<file path="src/rtl/rs_issue_scheduler.sv">
// Issue scheduler: picks up to N ready RS entries per cycle with a rotating-priority scan,
// gating multiplies on a non-pipelined multiplier and dropping entries squashed by a mispredict.
module rs_issue_scheduler #(
   parameter int RS_SZ        = 16,
   parameter int N            = 3,
   parameter int B_MASK_WIDTH = 4,
   parameter int MULT_LAT     = 4
) (
   input  logic                                    clock,
   input  logic                                    reset,
   input  logic [RS_SZ-1:0]                        rs_valid,
   input  logic [RS_SZ-1:0]                        rs_ready,
   input  logic [RS_SZ-1:0]                        rs_is_mult,
   input  logic [RS_SZ-1:0][B_MASK_WIDTH-1:0]      rs_b_mask,
   input  logic                                    b_mm_mispred,
   input  logic [B_MASK_WIDTH-1:0]                 b_mm_resolve,
   input  logic                                    issue_stall,
   output logic [RS_SZ-1:0]                        rs_data_issuing,
   output logic [$clog2(N+1)-1:0]                  num_issuing,
   output logic [N-1:0][$clog2(RS_SZ)-1:0]         issue_idx,
   output logic [N-1:0]                            issue_valid,
   output logic                                    mult_busy
);

   localparam int IW = $clog2(RS_SZ);
   localparam int CW = $clog2(N+1);
   localparam int MW = $clog2(MULT_LAT+1);

   logic [IW-1:0]    ptr;
   logic [MW-1:0]    mult_cnt;
   logic [RS_SZ-1:0] base_elig;
   logic [RS_SZ-1:0] grant_vec;
   logic [CW-1:0]    grant_cnt;
   logic [IW-1:0]    last_idx;
   logic [IW-1:0]    scan_idx;
   logic             mult_take;

   // Eligibility before multiplier gating, which depends on scan order.
   always_comb begin
      base_elig = '0;
      for (int i = 0; i < RS_SZ; i++) begin
         base_elig[i] = rs_valid[i] & rs_ready[i]
                      & ~(b_mm_mispred & (|(rs_b_mask[i] & b_mm_resolve)));
      end
   end

   // Walk the RS from ptr, granting the first N eligible entries into successive slots.
   // A granted multiply blocks any further multiply for the rest of the scan.
   always_comb begin
      grant_vec   = '0;
      grant_cnt   = '0;
      last_idx    = '0;
      scan_idx    = '0;
      mult_take   = 1'b0;
      issue_idx   = '0;
      issue_valid = '0;
      for (int k = 0; k < RS_SZ; k++) begin
         scan_idx = ptr + IW'(k);
         if (reset && !issue_stall && base_elig[scan_idx] && (grant_cnt != CW'(N))
             && !(rs_is_mult[scan_idx] && ((mult_cnt != '0) || mult_take))) begin
            for (int s = 0; s < N; s++) begin
               if (grant_cnt == CW'(s)) begin
                  issue_idx[s]   = scan_idx;
                  issue_valid[s] = 1'b1;
               end
            end
            grant_vec[scan_idx] = 1'b1;
            grant_cnt           = grant_cnt + CW'(1);
            last_idx            = scan_idx;
            if (rs_is_mult[scan_idx]) begin
               mult_take = 1'b1;
            end
         end
      end
   end

   assign rs_data_issuing = grant_vec;
   assign num_issuing     = grant_cnt;
   assign mult_busy       = reset & (mult_cnt != '0);

   // Pointer moves past the last grant; the multiplier counter keeps draining through stalls.
   always_ff @(posedge clock or negedge reset) begin
      if (!reset) begin
         ptr      <= '0;
         mult_cnt <= '0;
      end else begin
         if (grant_cnt != '0) begin
            ptr <= last_idx + IW'(1);
         end
         if (mult_take) begin
            mult_cnt <= MW'(MULT_LAT);
         end else if (mult_cnt != '0) begin
            mult_cnt <= mult_cnt - MW'(1);
         end
      end
   end

endmodule

</file>
<file path="config.mk">
export PLATFORM = sky130hd
export DESIGN_NAME = rs_issue_scheduler
export DESIGN_NICKNAME = d
export VERILOG_FILES = /design/src/rtl/rs_issue_scheduler.sv
export SDC_FILE = /design/constraint.sdc
export NUM_CORES = 1
export LEC_CHECK = 0
export CAP_MARGIN = 10
export CORE_MARGIN = 2
export CORE_UTILIZATION = 41
export CTS_BUF_LIST = sky130_fd_sc_hd__clkbuf_8 sky130_fd_sc_hd__clkbuf_16
export CTS_CLUSTER_DIAMETER = 30
export CTS_CLUSTER_SIZE = 25
export DETAILED_ROUTE_END_ITERATION = 7
export PLACE_DENSITY = 0.61
export REMOVE_ABC_BUFFERS = 1
export SLEW_MARGIN = 20
export SYNTH_ARGS = -nofsm -noshare
export SYNTH_HDL_FRONTEND = slang
export SYNTH_SLANG_ARGS = --single-unit
</file>
<file path="constraint.sdc">
create_clock -name clock -period 41.2 [get_ports clock]
set_clock_uncertainty 0.05 [all_clocks]
set_input_delay 8.24 -clock clock [delete_from_list [all_inputs] [get_ports clock]]
set_output_delay 8.24 -clock clock [all_outputs]
set_load 0.01 [all_outputs]
</file>
==> reports/results.md <==
| Quantity | Reported |
|:---|:---|
| Status | complete, no violations |
| Leading register cell type out of synthesis | dfrtp_1 |
| Area growth from synthesis to layout | 19.1% |
| Register bit count reported by yosys | 7 |
| Share of layout cells above drive strength 1 | 0.101 |
| Remaining max-slew budget at the tightest pin | 0.330 |
| Die Ht | 160 µm |
| DRC viols | 0 |
| Dominant cell type by count on the critical path | ha_1 |
| GRT Residual Overflow | 0 |
| Commonest cells after routing, fill and taps aside | nand2_1 (230), clkdlybuf4s50_1 (153), nor2_1 (151) |
| DR vias/cell | 6.97 |
| Fin. max-slew vios | 0 |
| Setup_tns | 0 ns |
| Total GRT Usage | 0.363 |
| Number of buffer cells added on primary ports | 153 |
| Slew at the pin closest to its max-slew limit | 1.00 ns |
| Kind of end point of the critical path | primary output |
| Post-synthesis instance total | 1515 |
| Remaining antenna violation count | 0 |
| Initial cell density of the core | 0.415 |
| Average footprint of a synthesized cell | 6.62 µm² |
| Reg2reg start | ptr[0]$_DFFE_PN0P_ |
| Detailed-placement wirelength estimate | 36900 µm |
| Critical path data required time | 32.91 ns |
| Final setup violation count | 0 |
| Final worst path period need | 34.74 ns |
| Clock tree from TritonCTS | done |
| Maximum buffer depth of the clock tree | 2 |
| Combined area of the multi-input logic cells | 9210 µm² |
| Top Ports | 154 |
| Register-to-register setup slack | 22.24 ns |
| Kind of critical path | in -> out |
| Post-CTS setup-driven buffer insertion count | 0 |
| Number of resized instances in the post-cts repair step | 0 |
| # H-tree levels | 1 |
| Via count of the first global-routing pass | 13000 |
| Area of the mapped netlist | 10000 µm² |
| DR WL/cell | 25.2 µm |
| Setup crit start kind | primary input |
| Most common cell after layout, fill and taps aside | nand2_1 |
| Site Rows | 57 |
| Initial antenna violation count | 0 |
| Critical hold path startpoint | mult_cnt[1]$_DFFE_PN0P_ |
| DIE WIDTH | 160 µm |
| Max capacitance violation total | 0 |
| Number of flops mapped to enable cells by yosys | 0 |
| Clk_lat worst skew | 0.23 ns |
| Endpoints failing hold | 0 |
| Ratio of final minimum period to clock period | 0.843 |
| Die ar. | 25700 µm² |
| End of the worst register-to-register path | ptr[1]$_DFFE_PN0P_ |
| RSZ-0062 raised after global routing | no |
| Core outline area | 24200 µm² |
| Hold Crit Class | reg -> reg |
| Critical Path Max Stage Delay | 0.71 ns |
| Number of diodes added for antenna fixing | 0 |
| Sequential area share after synthesis | 0.0175 |
| Cell depth of the worst flop-to-flop path | 66 |
| Worst-path fanout max | 26 |
| Slowest cell on the critical path | clkdlybuf4s50_1 |
| Number of detailed-routing iterations run before antenna repair | 6 |
| Async SR Flop Fraction | 1.00 |
| Count of unique library cells instantiated by Yosys | 113 |
| Count of hold buffers inserted by post-cts repair | 0 |
| FILL cells | 2444 |
| Number of vias in the routed layout | 13500 |
| Clock sink count | 7 |
| Number of cells traversed by the worst hold path | 2 |
| Arrival @ worst endpoint | 26.45 ns |
| Largest net degree at the start of global routing | 44 |
| RePlAce Congestion | 1.02 |
| Initial DRC Count | 1421 |
| DRT Wirelength | 48600 µm |
| Global-route wire length before repair | 73500 µm |
| Total of warnings raised by yosys | 0 |
| Area of all sequential standard cells | 178 µm² |
| Timing-limited maximum frequency | 28.8 MHz |
| Final #Nets | 1776 |
| Clock buffers created by TritonCTS | 3 |
| Hold Path End | mult_cnt[1]$_DFFE_PN0P_ |
| Root Buffer | clkbuf_16 |
| Reg clk slew, reported paths | 0.04 ns |
## sequential cells by signal, indices dropped and copies added (netlist names)
register / cells
mult_cnt: 3
ptr: 4
## through the flow
step / std cells / instance area [µm²] / utilization / hold slack (ns) / setup slack [ns]
3_3_place_gp: 1925 / 11900 / 0.490 / 0.496 / 7.42
2_1_floorplan: 1402 / 9540 / - / 0.485 / 8.70
4_1_cts: 1929 / 11900 / 0.494 / 0.520 / 6.77
6_report: 1929 / 11900 / 0.494 / 0.516 / 6.46
5_1_grt: 1929 / 11900 / 0.494 / 0.541 / 5.17
3_5_place_dp: 1925 / 11900 / 0.490 / 0.509 / 6.80
## per-layer routing
metal  routed length [µm]  track usage  share of wire  up-vias
met5                    0            0              0        -
met4                 3870        0.254          0.080        0
met3                 4570       0.0529          0.094      214
met2                22500        0.618           0.46      930
met1                17700        0.421           0.36     6232
li1                     -            -              -     6078
## kinds of logic (layout without fill, tap and decap cells)
kind of cell / after synthesis / after routing / share of synthesized area
compound gates: 609 / 609 / 0.449
xor+xnor: 20 / 20 / 0.0182
fa+ha+maj: 50 / 50 / 0.0632
buf+inv: 163 / 253 / 0.0668
flops: 7 / 7 / 0.0175
mux: 76 / 76 / 0.115
simple gates: 590 / 590 / 0.270
## how the worst max path moves through the flow
stage                               start                  to  slack [ns]  cells past startpoint
after global placement    b_mm_resolve[0]        issue_idx[9]        7.42                     66
after CTS                 b_mm_resolve[0]       issue_idx[11]        6.77                     66
after detailed placement  b_mm_resolve[0]       issue_idx[11]        6.80                     66
after floorplan              rs_b_mask[6]        issue_idx[8]        8.70                     60
final                     b_mm_resolve[0]  rs_data_issuing[0]        6.46                     65
after global routing      b_mm_resolve[0]        issue_idx[9]        5.17                     65
## critical path, delay by kind of cell
| family | cells | cell delay [ns] |
|---|---|---|
| compound gates | 24 | 6.51 |
| fa+ha+maj | 12 | 4.11 |
| buf+inv | 10 | 2.88 |
| mux | 1 | 0.41 |
| simple gates | 18 | 4.27 |
## area by class of cell
class | count | area share
Clock inverter | 1 | 0.000315
Clock buffer | 3 | 0.00629
Multi-Input combinational cell | 1345 | 0.772
Timing Repair Buffer | 199 | 0.157
Tap cell | 324 | 0.0340
Inverter | 50 | 0.0157
Sequential cell | 7 | 0.0149
## synth_stat cells, types with 14 or more instances
| library cell | n | share of area |
|---|---|---|
| a211oi_1 | 31 | 0.023 |
| a21oi_1 | 95 | 0.047 |
| a221oi_1 | 38 | 0.033 |
| a22o_1 | 16 | 0.014 |
| a22oi_1 | 33 | 0.025 |
| a31oi_1 | 27 | 0.017 |
| and2_1 | 26 | 0.016 |
| buf_2 | 22 | 0.011 |
| clkbuf_1 | 77 | 0.029 |
| ha_1 | 49 | 0.061 |
| inv_1 | 41 | 0.015 |
| mux2i_1 | 36 | 0.036 |
| mux4_2 | 29 | 0.065 |
| nand2_1 | 230 | 0.086 |
| nand3_1 | 65 | 0.032 |
| nand4_1 | 16 | 0.010 |
| nor2_1 | 151 | 0.057 |
| nor3_1 | 31 | 0.015 |
| o211ai_1 | 49 | 0.037 |
| o21ai_0 | 91 | 0.045 |
| o221ai_1 | 40 | 0.035 |
| o22ai_1 | 19 | 0.012 |
| xnor2_1 | 14 | 0.012 |
Power is not shown: default switching activity piles up to over one toggle a cycle in this logic, so the estimate is an artifact.
